**src/rtl/rv_hazard_forward_ctrl.sv**
```systemverilog
// Hazard/forwarding controller for the 5-stage RV32 pipeline: shadows EX/MEM destination info,
// registers EX operand forward selects, and drives load-use stall and branch-squash controls.
module rv_hazard_forward_ctrl #(
    parameter int unsigned REG_ADDR_WIDTH = 5,
    parameter int unsigned CNT_WIDTH      = 32
) (
    input  logic                      clk,
    input  logic                      rst,
    input  logic                      id_valid,
    input  logic [REG_ADDR_WIDTH-1:0] id_rs1_addr,
    input  logic [REG_ADDR_WIDTH-1:0] id_rs2_addr,
    input  logic                      id_rs1_used,
    input  logic                      id_rs2_used,
    input  logic [REG_ADDR_WIDTH-1:0] id_rd_addr,
    input  logic                      id_reg_write,
    input  logic                      id_mem_read,
    input  logic                      ex_branch_taken,
    input  logic                      mem_stall,
    output logic [1:0]                forward_ex_rs1,
    output logic [1:0]                forward_ex_rs2,
    output logic                      stall_if,
    output logic                      stall_id,
    output logic                      flush_id,
    output logic                      flush_ex,
    output logic [CNT_WIDTH-1:0]      perf_bubble_cnt
);

    // WB-stage producers are covered by register-file write-through, so only the
    // EX and MEM shadows feed any decision; MEM's load flag is never consulted.
    logic [REG_ADDR_WIDTH-1:0] ex_rd_q, mem_rd_q;
    logic                      ex_valid_q, ex_reg_write_q, ex_mem_read_q;
    logic                      mem_valid_q, mem_reg_write_q;
    logic [1:0]                fwd_rs1_q, fwd_rs2_q, fwd_rs1_d, fwd_rs2_d;
    logic [CNT_WIDTH-1:0]      bubble_cnt_q;

    logic ex_writes, mem_writes, load_use;
    logic hold, squash, bubble;

    function automatic logic [1:0] fwd_sel(
        input logic                      used,
        input logic [REG_ADDR_WIDTH-1:0] addr,
        input logic                      ex_w,
        input logic [REG_ADDR_WIDTH-1:0] ex_rd,
        input logic                      mem_w,
        input logic [REG_ADDR_WIDTH-1:0] mem_rd
    );
        logic [1:0] sel;
        sel = 2'b00;
        if (used && ex_w && addr == ex_rd) begin
            sel = 2'b11;
        end else if (used && mem_w && addr == mem_rd) begin
            sel = 2'b10;
        end
        return sel;
    endfunction

    always_comb begin
        ex_writes  = ex_valid_q & ex_reg_write_q & (ex_rd_q != '0);
        mem_writes = mem_valid_q & mem_reg_write_q & (mem_rd_q != '0);
        load_use   = id_valid & ex_writes & ex_mem_read_q &
                     ((id_rs1_used & (id_rs1_addr == ex_rd_q)) |
                      (id_rs2_used & (id_rs2_addr == ex_rd_q)));
        hold       = mem_stall;
        squash     = ~mem_stall & ex_branch_taken;
        bubble     = ~mem_stall & (ex_branch_taken | load_use);
        fwd_rs1_d  = fwd_sel(id_rs1_used, id_rs1_addr, ex_writes, ex_rd_q, mem_writes, mem_rd_q);
        fwd_rs2_d  = fwd_sel(id_rs2_used, id_rs2_addr, ex_writes, ex_rd_q, mem_writes, mem_rd_q);
    end

    always_comb begin
        stall_if = ~rst & (hold | (~ex_branch_taken & load_use));
        stall_id = stall_if;
        flush_id = ~rst & squash;
        flush_ex = ~rst & bubble;
    end

    always_ff @(posedge clk or posedge rst) begin
        if (rst) begin
            ex_rd_q         <= '0;
            ex_valid_q      <= 1'b0;
            ex_reg_write_q  <= 1'b0;
            ex_mem_read_q   <= 1'b0;
            mem_rd_q        <= '0;
            mem_valid_q     <= 1'b0;
            mem_reg_write_q <= 1'b0;
            fwd_rs1_q       <= 2'b00;
            fwd_rs2_q       <= 2'b00;
            bubble_cnt_q    <= '0;
        end else if (!hold) begin
            mem_rd_q        <= ex_rd_q;
            mem_valid_q     <= ex_valid_q;
            mem_reg_write_q <= ex_reg_write_q;
            if (bubble) begin
                ex_rd_q        <= '0;
                ex_valid_q     <= 1'b0;
                ex_reg_write_q <= 1'b0;
                ex_mem_read_q  <= 1'b0;
                fwd_rs1_q      <= 2'b00;
                fwd_rs2_q      <= 2'b00;
                if (!(&bubble_cnt_q)) begin
                    bubble_cnt_q <= bubble_cnt_q + 1'b1;
                end
            end else begin
                ex_rd_q        <= id_rd_addr;
                ex_valid_q     <= id_valid;
                ex_reg_write_q <= id_reg_write;
                ex_mem_read_q  <= id_mem_read;
                fwd_rs1_q      <= fwd_rs1_d;
                fwd_rs2_q      <= fwd_rs2_d;
            end
        end
    end

    assign forward_ex_rs1  = fwd_rs1_q;
    assign forward_ex_rs2  = fwd_rs2_q;
    assign perf_bubble_cnt = bubble_cnt_q;

endmodule
```
**config.mk**
```make
export PLATFORM = sky130hd
export DESIGN_NAME = rv_hazard_forward_ctrl
export DESIGN_NICKNAME = d
export VERILOG_FILES = /design/src/rtl/rv_hazard_forward_ctrl.sv
export SDC_FILE = /design/constraint.sdc
export NUM_CORES = 1
export LEC_CHECK = 0
export BUFFER_PORTS_ARGS = -buffer_cell sky130_fd_sc_hd__clkbuf_2
export CAP_MARGIN = 20
export CORE_MARGIN = 4
export CORE_UTILIZATION = 45
export DETAILED_ROUTE_END_ITERATION = 16
export PLACE_DENSITY = 0.69
export SLEW_MARGIN = 40
export SYNTH_ARGS = -nofsm -noshare
export SYNTH_HDL_FRONTEND = slang
export SYNTH_SLANG_ARGS = --single-unit
```
**constraint.sdc**
```tcl
create_clock -name clk -period 5.85 [get_ports clk]
set_input_delay 1.17 -clock clk [delete_from_list [all_inputs] [get_ports clk]]
set_output_delay 1.17 -clock clk [all_outputs]
set_load 0.03 [all_outputs]
```
==> results of run 1 <==
[where the power goes]
part / switching, uW / total [uW] / internal, uW
sequential: 47.8 / 432 / 384
combinational: 99.6 / 168 / 68.3
clock: 117 / 256 / 139
total: 265 / 855 / 591
[placed cells by master, fill, tap and decap left out, types with 2 or more instances in the layout]
cell / count
nor4_1: 14
xnor2_1: 30
nor4b_1: 2
inv_1: 3
mux2_2: 8
nand3b_1: 3
dfrtp_1: 51
nand2_1: 22
xor2_1: 20
nand3_1: 17
nor2_1: 14
o211ai_1: 2
and4_1: 2
or3_1: 4
mux2i_1: 9
nor2_2: 2
a21oi_1: 3
nand4_1: 10
clkbuf_8: 6
nor3_1: 9
and3_1: 10
nor2b_1: 2
clkbuf_2: 63
[cell type report]
type                    count  share of cell area
inverters                   4             0.00543
well taps                  75              0.0291
multi-input cells         200               0.433
clock inverters             2              0.0109
repair buffers             64               0.100
flip-flops and latches     51               0.396
clock buffers               6              0.0256
[state kept, by name, summed over array words and instances (netlist names)]
register and cells:
mem_valid_q 1, ex_valid_q 1, forward_ex_rs1 2, mem_rd_q 5
ex_reg_write_q 1, ex_rd_q 5, forward_ex_rs2 2, perf_bubble_cnt 32
ex_mem_read_q 1, mem_reg_write_q 1
[layer usage]
| layer | global-route usage | routed length, um | share of wire | vias to the layer above |
|---|---|---|---|---|
| li1 | - | - | - | 1066 |
| met5 | 0 | 0 | 0 | - |
| met4 | 0.0345 | 26 | 0.0042 | 0 |
| met2 | 0.283 | 2890 | 0.46 | 57 |
| met1 | 0.252 | 3000 | 0.48 | 1053 |
| met3 | 0.0375 | 315 | 0.051 | 4 |
[worst reg2reg max path: cells and delay by family (launching register included)]
kind,cells,cell delay (ns)
flops,1,0.44
mux,1,0.34
simple gates,5,1.48
fa+ha+maj,1,0.25
[how the worst min path moves through the flow]
stage	slack, ns	end	from
floorplan	0.48	mem_valid_q$_DFFE_PP0N_	mem_valid_q$_DFFE_PP0N_
global placement	0.48	perf_bubble_cnt[22]$_DFFE_PP0P_	perf_bubble_cnt[22]$_DFFE_PP0P_
detailed placement	0.48	perf_bubble_cnt[22]$_DFFE_PP0P_	perf_bubble_cnt[22]$_DFFE_PP0P_
CTS	0.50	perf_bubble_cnt[22]$_DFFE_PP0P_	perf_bubble_cnt[22]$_DFFE_PP0P_
global route	0.53	perf_bubble_cnt[27]$_DFFE_PP0P_	perf_bubble_cnt[27]$_DFFE_PP0P_
finish	0.50	perf_bubble_cnt[22]$_DFFE_PP0P_	perf_bubble_cnt[22]$_DFFE_PP0P_
[kinds of logic after synthesis]
logic type / after synthesis
adder cells (fa/ha/maj): 1
multiplexers: 17
flip-flops: 51
AND/OR/NAND/NOR: 120
AO/OA/AOI/OAI: 12
buffers and inverters: 15
XOR/XNOR: 50
[metrics by stage]
| step | hold slack, ns | power, uW | setup slack [ns] | util |
|---|---|---|---|---|
| after floorplan | 0.480 | 549 | 1.92 | - |
| after CTS | 0.497 | 865 | 1.87 | 0.544 |
| after global routing | 0.533 | 900 | 1.63 | 0.545 |
| after detailed placement | 0.484 | 607 | 1.87 | 0.525 |
| after global placement | 0.477 | 602 | 1.91 | 0.524 |
| final | 0.496 | 855 | 1.86 | 0.545 |
==> impl_metrics.py, run 1 <==
metrics = {
    "placed_design": {
        "place_inst": 394,
        "portBuffers": 63,
        "dp_hpwl_mm": 4.55,
        "gp_congestion": 0.839,
        "place_area_sq_um": 3110,
    },
    "routing": {
        "drcViolationCount": 0,
        "post_drt_wl_per_cell_um": 15.5,
        "viasPerCell": 5.42,
        "via_count": 2180,
        "finalWirelength_mm": 6.23,
        "ant_nets": 0,
        "dr.first_iter.drc_count": 100,
        "first_pass_iters": 4,
    },
    "worst_setup_path": {
        "crit_end": "flush_ex",
        "critical_path_buf_inv_count": 3,
        "critPathCaptureType": "output pin",
        "crit_path_top_delay_cell": "nor4_1",
        "critical_path_class": "in2out",
        "cpPeakStageDelay_ns": 0.32,
        "cp-start-kind": "primary input",
        "required_ns": 4.68,
        "r2r-start": "perf_bubble_cnt[0]$_DFFE_PP0P_",
        "critPathMaxFanout": 16,
        "startpoint": "id_rs1_addr[2]",
        "crit_family": "simple AND/OR/NAND/NOR gates",
        "cp.arrival_ns": 2.82,
        "reg2reg_to": "perf_bubble_cnt[1]$_DFFE_PP0P_",
        "critical_path_depth": 8,
        "r2r_setup_slack_ns": 3.23,
        "reg2regPathDepth": 7,
        "crit_chain": "clkbuf_2 > xor2_1 > nor4_1 > and3_1 > nor3_1 > buf_4 > nor3_1 > clkbuf_2",
    },
    "run": {
        "cap_violations": 0,
    },
    "clock_network": {
        "clock_latency_ns": 0.30,
        "hold_buffers": 0,
        "tritoncts": "done",
        "h-tree-depth": 2,
        "cts.sinks": 51,
        "post_cts_resized": 0,
        "cts.path.max_buffers": 2,
        "post_cts_buffers": 0,
        "clkTransAtPathRegs_ns": 0.09,
        "cts_buffers": 5,
        "cts-root-buf": "clkbuf_8",
    },
    "synthesis": {
        "yosysSeqAreaShare": 0.464,
        "syn_area_sq_um": 2750,
        "synth_top_family_by_area": "simple AND/OR/NAND/NOR gates",
        "synth_xor_area_frac": 0.159,
        "synth.largest_area_cell": "dfrtp_1",
        "yosys-top-cells-count": "dfrtp_1 (51), xnor2_1 (30), nand2_1 (22)",
        "synth_flop_cell": "dfrtp_1",
        "synth_edf_count": 0,
        "synth_top_cell_area_share": 0.464,
        "syn_nets": 291,
        "synth_fa_ha_area_frac": 0.00455,
        "yosys.cell_count.top_type": "dfrtp_1",
        "ys_async_sr_fraction": 1.00,
        "muxShareOfSynthArea": 0.0655,
        "synth_warnings": 0,
        "synth_area_per_cell_sq_um": 10.3,
        "ys_seq_elements": 51,
        "synth-simple-area-share": 0.245,
        "synth_cell_types": 43,
        "syn_inst": 266,
        "synth_compound_area_frac": 0.0328,
        "synthTopCellsByArea": "dfrtp_1 (46%), xnor2_1 (9.6%), xor2_1 (6.4%)",
    },
    "floorplan": {
        "start_util": 0.464,
        "rows": 28,
        "die-area_sq_um": 7420,
        "io_pins": 64,
        "core_area_sq_um": 5920,
        "die_y_um": 86.2,
        "die_w_um": 86.2,
    },
    "final_layout": {
        "nNetsFinal": 351,
        "multi_input_area_sq_um": 1400,
        "area_delta_synth_final_pct": 17.3,
        "diodes": 0,
        "fin_area_sq_um": 3230,
        "ff_latch_area_sq_um": 1280,
        "fillCellCount": 560,
        "drive_gt1_frac": 0.266,
        "final_cells": 402,
    },
    "timing": {
        "fin_tns_setup_ns": 0,
        "setup_violations": 0,
        "rsz0062_at_grt": "false",
        "tightest_slew_ns": 0.681,
        "min_period_ns": 3.99,
        "fin_crit_sh": 0.681,
        "hold_viol": 0,
        "max_freq_mhz": 251,
        "drv_slew": 0,
        "slew_headroom": 0.539,
        "skew_ns": 0.00585,
    },
    "grt": {
        "antenna_found_initial": 0,
        "grt_use_total": 0.178,
        "grt_pass1_vias": 2178,
        "grt_max_degree": 52,
        "grt_pass1_wl_mm": 10.6,
        "grt_overflow_total": 0,
    },
    "power": {
        "powerDensity_nw_per_um2": 265,
        "worst_ir_drop_vdd_uv": 194,
        "leakage_uw": 0.00155,
    },
    "hold_path": {
        "min_path_cells": 1,
        "hp-class": "reg2reg",
    },
    "run_status": {
        "status": "finished, final reports clean",
    },
}
No activity file was read; power rests on OpenSTA's default activity.
==> run 2: changes to the inputs <==
Clock period 5.85 ns to 4.1 ns, I/O delays scaled along.
==> impl_metrics.py, run 2 (synthesized netlist as in run 1, its figures left out) <==
metrics = {
    "routing": {
        "ant_nets": 0,
        "dr.first_iter.drc_count": 109,
        "via_count": 2175,
        "post_drt_wl_per_cell_um": 15.4,
        "drcViolationCount": 0,
        "first_pass_iters": 4,
        "finalWirelength_mm": 6.18,
        "viasPerCell": 5.41,
    },
    "clock_network": {
        "clkTransAtPathRegs_ns": 0.09,
        "tritoncts": "done",
        "cts.path.max_buffers": 2,
        "hold_buffers": 0,
        "cts-root-buf": "clkbuf_8",
        "cts.sinks": 51,
        "post_cts_resized": 0,
        "h-tree-depth": 2,
        "post_cts_buffers": 0,
        "clock_latency_ns": 0.31,
        "cts_buffers": 5,
    },
    "final_layout": {
        "area_delta_synth_final_pct": 16.1,
        "largest_reg_flops": 32,
        "nNetsFinal": 351,
        "final_cell_mix": "clkbuf_2 (63), dfrtp_1 (51), xnor2_1 (30)",
        "final_common_cell": "clkbuf_2",
        "drive_gt1_frac": 0.266,
        "fin_area_sq_um": 3190,
        "diodes": 0,
        "final_util": 0.539,
    },
    "worst_setup_path": {
        "crit_chain": "clkbuf_2 > xor2_1 > nor4_1 > and3_1 > nor3_1 > buf_4 > nor3_1 > clkbuf_2",
        "reg2regPathDepth": 7,
        "cp-start-kind": "primary input",
        "critPathCaptureType": "output pin",
        "cpPeakStageDelay_ns": 0.33,
        "crit_path_top_delay_cell": "nor4_1",
        "required_ns": 3.28,
        "r2r_setup_slack_ns": 1.47,
        "cp.arrival_ns": 2.48,
        "critPathMaxFanout": 16,
        "critical_path_class": "in2out",
        "r2r-start": "perf_bubble_cnt[0]$_DFFE_PP0P_",
        "reg2reg_to": "perf_bubble_cnt[1]$_DFFE_PP0P_",
    },
    "placed_design": {
        "pre_cts_ws_ns": 0.810,
        "gp_congestion": 0.839,
        "place_area_sq_um": 3110,
        "portBuffers": 63,
        "dp_hpwl_mm": 4.58,
    },
    "timing": {
        "setup_violations": 0,
        "min_period_ns": 3.30,
        "slew_headroom": 0.547,
        "skew_ns": 0.00767,
        "tightest_slew_ns": 0.670,
        "hold_viol": 0,
        "worst_slack_ns": 0.801,
        "max_freq_mhz": 303,
        "fin_tns_setup_ns": 0,
        "rsz0062_at_grt": "false",
        "drv_slew": 0,
        "fin_crit_sh": 0.805,
    },
    "grt": {
        "grt_overflow_total": 0,
        "antenna_found_initial": 0,
        "grt_pass1_wl_mm": 10.8,
        "grt_use_total": 0.184,
        "grt_max_degree": 52,
        "grt_pass1_vias": 2207,
    },
    "floorplan": {
        "die-area_sq_um": 7420,
        "core_area_sq_um": 5920,
        "io_pins": 64,
        "start_util": 0.464,
        "die_w_um": 86.2,
        "rows": 28,
        "die_y_um": 86.2,
    },
    "power": {
        "design_power_total_uw": 1140,
        "worst_ir_drop_vdd_uv": 320,
        "leakage_uw": 0.00153,
        "powerDensity_nw_per_um2": 356,
    },
    "run_status": {
        "status": "finished, final reports clean",
    },
    "hold_path": {
        "min_path_cells": 1,
        "hold_start": "perf_bubble_cnt[22]$_DFFE_PP0P_",
        "holdPathEnd": "perf_bubble_cnt[22]$_DFFE_PP0P_",
        "hp-class": "reg2reg",
    },
    "run": {
        "cap_violations": 0,
    },
}
run 2: worst max-delay path: cells and delay by family:
kind | cells | cell delay, ns
simple gates | 4 | 0.97
buf+inv | 3 | 0.55
xor+xnor | 1 | 0.15
run 2: how the worst max path moves through the flow:
stage,slack [ns],endpoint,startpoint
3_3_place_gp,0.86,flush_ex,id_rs1_addr[2]
3_5_place_dp,0.81,flush_ex,id_rs1_addr[2]
6_report,0.80,flush_ex,id_rs1_addr[2]
2_1_floorplan,0.87,flush_ex,id_rs1_addr[2]
4_1_cts,0.80,flush_ex,id_rs1_addr[2]
5_1_grt,0.65,flush_ex,id_rs1_addr[2]
run 2: area by class of cell:
class                      count  area, sq um
clock buffer                   5         68.8
clock inverter                 3         15.0
fill                         549         2730
tap                           75         93.8
sequential                    51         1280
inverter                       4         17.5
timing repair buffer          64          323
multi-input combinational    200         1400
run 2: metal layers:
metal  vias up  part of all wire  GRT usage
met3         6             0.048     0.0403
met5         -                 0          0
met4         0             0.012     0.0475
met2        53              0.46      0.278
met1      1048              0.48      0.267
li1       1068                 -          -
run 2: power breakdown:
group / leakage [uW] / internal [uW] / total (uW) / switching (uW)
registers: 0.000666 / 548 / 614 / 66.1
clock network: 0.0000477 / 117 / 283 / 166
logic: 0.000818 / 97.3 / 239 / 142
run 2: through the flow:
step	std cells	hold WS, ns
after floorplan	266	0.480
after global placement	394	0.477
after detailed placement	394	0.484
after CTS	402	0.496
after global routing	402	0.535
final	402	0.494
==> run 3: changes to the inputs <==
Settings changed: PLACE_DENSITY 0.69 to 0.71.
Clock period 4.1 ns to 2.8 ns, I/O delays scaled along.
==> impl_metrics.py, run 3 (synthesized netlist as in run 1, its figures left out) <==
metrics = {
    "run_status": {
        "status": "finished, final reports clean",
    },
    "power": {
        "powerDensity_nw_per_um2": 542,
        "design_power_total_uw": 1790,
        "pwr-share-comb": 0.203,
        "p_int_uw": 1240,
        "leakage_uw": 0.00160,
        "switchingPower_uw": 548,
        "p_sw_frac": 0.306,
        "worst_ir_drop_vdd_uv": 406,
        "power_frac_clock": 0.297,
        "power_frac_seq": 0.500,
    },
    "timing": {
        "skew_ns": 0.00308,
        "min_period_ns": 2.66,
        "max_freq_mhz": 376,
        "fin_crit_sh": 0.949,
        "fin_tns_setup_ns": 0,
        "rsz0062_at_grt": "false",
        "setup_violations": 0,
        "tightest_slew_ns": 0.488,
        "worst_slack_ns": 0.142,
        "drv_slew": 0,
        "slew_headroom": 0.674,
        "hold_viol": 0,
    },
    "floorplan": {
        "rows": 28,
        "io_pins": 64,
        "core_area_sq_um": 5920,
        "start_util": 0.464,
        "die_y_um": 86.2,
        "die-area_sq_um": 7420,
        "die_w_um": 86.2,
    },
    "worst_setup_path": {
        "r2r_setup_slack_ns": 0.41,
        "cp-start-kind": "flip-flop",
        "cp.arrival_ns": 2.10,
        "r2r-start": "perf_bubble_cnt[0]$_DFFE_PP0P_",
        "critPathCaptureType": "output pin",
        "critPathMaxFanout": 5,
        "required_ns": 2.24,
        "critical_path_class": "reg2out",
        "reg2reg_to": "perf_bubble_cnt[1]$_DFFE_PP0P_",
        "reg2regPathDepth": 7,
    },
    "final_layout": {
        "final_cell_mix": "clkbuf_2 (61), dfrtp_1 (51), xnor2_1 (30)",
        "final_cells": 411,
        "fin_area_sq_um": 3310,
        "drive_gt1_frac": 0.292,
        "final_common_cell": "clkbuf_2",
        "ff_latch_area_sq_um": 1280,
        "fillCellCount": 544,
        "multi_input_area_sq_um": 1400,
        "largest_reg_flops": 32,
        "nNetsFinal": 360,
        "area_delta_synth_final_pct": 20.3,
        "diodes": 0,
    },
    "placed_design": {
        "pre_cts_ws_ns": 0.247,
        "place_area_sq_um": 3180,
        "gp_congestion": 0.811,
        "place_inst": 403,
        "dp_hpwl_mm": 4.88,
        "portBuffers": 63,
    },
    "grt": {
        "grt_use_met2": 0.298,
        "grt_max_degree": 31,
        "grt_pass1_wl_mm": 10.7,
        "grt_pass1_vias": 2254,
        "use_met3": 0.0298,
        "grt.met1_usage": 0.237,
        "antenna_found_initial": 0,
        "grt_overflow_total": 0,
        "grt_use_total": 0.182,
        "busiest_layer": "met2",
    },
    "routing": {
        "post_drt_wl_per_cell_um": 15.7,
        "dr.first_iter.drc_count": 84,
        "drcViolationCount": 0,
        "finalWirelength_mm": 6.44,
        "ant_nets": 0,
        "viasPerCell": 5.46,
        "via_count": 2245,
        "first_pass_iters": 4,
    },
    "clock_network": {
        "hold_buffers": 0,
        "h-tree-depth": 2,
        "clock_latency_ns": 0.31,
        "tritoncts": "done",
        "cts.path.max_buffers": 2,
        "cts_buffers": 5,
        "clkTransAtPathRegs_ns": 0.09,
        "cts.sinks": 51,
        "cts-root-buf": "clkbuf_8",
    },
    "hold_path": {
        "hp-class": "in2async",
    },
    "run": {
        "cap_violations": 0,
    },
}
run 3: cell count changes in the layout (fill, tap and decap cells not counted), sizes merged:
cell / previous run / this run
buf: 1 / 12
bufinv: 0 / 1
clkbuf: 68 / 67
clkinv: 3 / 1
run 3: final cells by class:
class	instances	area share
multi-input cells	200	0.424
flip-flops and latches	51	0.386
repair buffers	73	0.122
well taps	75	0.0284
clock buffers	6	0.0250
clock inverters	2	0.0106
inverters	4	0.00454
run 3: power groups by stage:
| stage | Sequential (uW) | Clock [uW] | Combinational, uW |
|---|---|---|---|
| floorplan | 955 | 0 | 192 |
| global placement | 910 | 0 | 363 |
| detailed placement | 910 | 0 | 363 |
| CTS | 896 | 543 | 365 |
| global route | 908 | 581 | 394 |
| finish | 895 | 532 | 363 |
run 3: how the worst max path moves through the flow:
stage	start	to	slack, ns	cells past startpoint
2_1_floorplan	id_rs1_addr[2]	flush_ex	0.09	6
3_3_place_gp	id_rs1_addr[2]	flush_ex	0.25	7
3_5_place_dp	id_rs1_addr[2]	flush_ex	0.25	7
4_1_cts	ex_rd_q[2]$_DFFE_PP0N_	flush_ex	0.08	6
5_1_grt	ex_rd_q[1]$_DFFE_PP0N_	stall_if	0.002	6
6_report	ex_rd_q[2]$_DFFE_PP0N_	flush_ex	0.14	6
run 3: critical path, cell delays in order (launching register included):
cell	delay, ns
dfrtp_1	0.46
xor2_1	0.19
nor4_1	0.32
and3_2	0.28
nor3_1	0.07
nor3_1	0.22
clkbuf_2	0.25
run 3: per-stage QoR:
step                hold slack [ns]  utilization
finish                        0.294        0.558
global route                  0.334        0.558
CTS                           0.307        0.557
detailed placement            0.486        0.538
global placement              0.484        0.538
floorplan                     0.480            -
run 3: routing by layer:
| metal | vias to the layer above | share of wire |
|---|---|---|
| met2 | 59 | 0.47 |
| met4 | 0 | 0.019 |
| li1 | 1086 | - |
| met1 | 1089 | 0.46 |
| met3 | 11 | 0.046 |
| met5 | - | 0 |
run 3: what timing repair did:
item	4_1_cts	5_1_grt
resized for setup	0	5
setup buffers	0	0
setup endpoints to repair	0	3
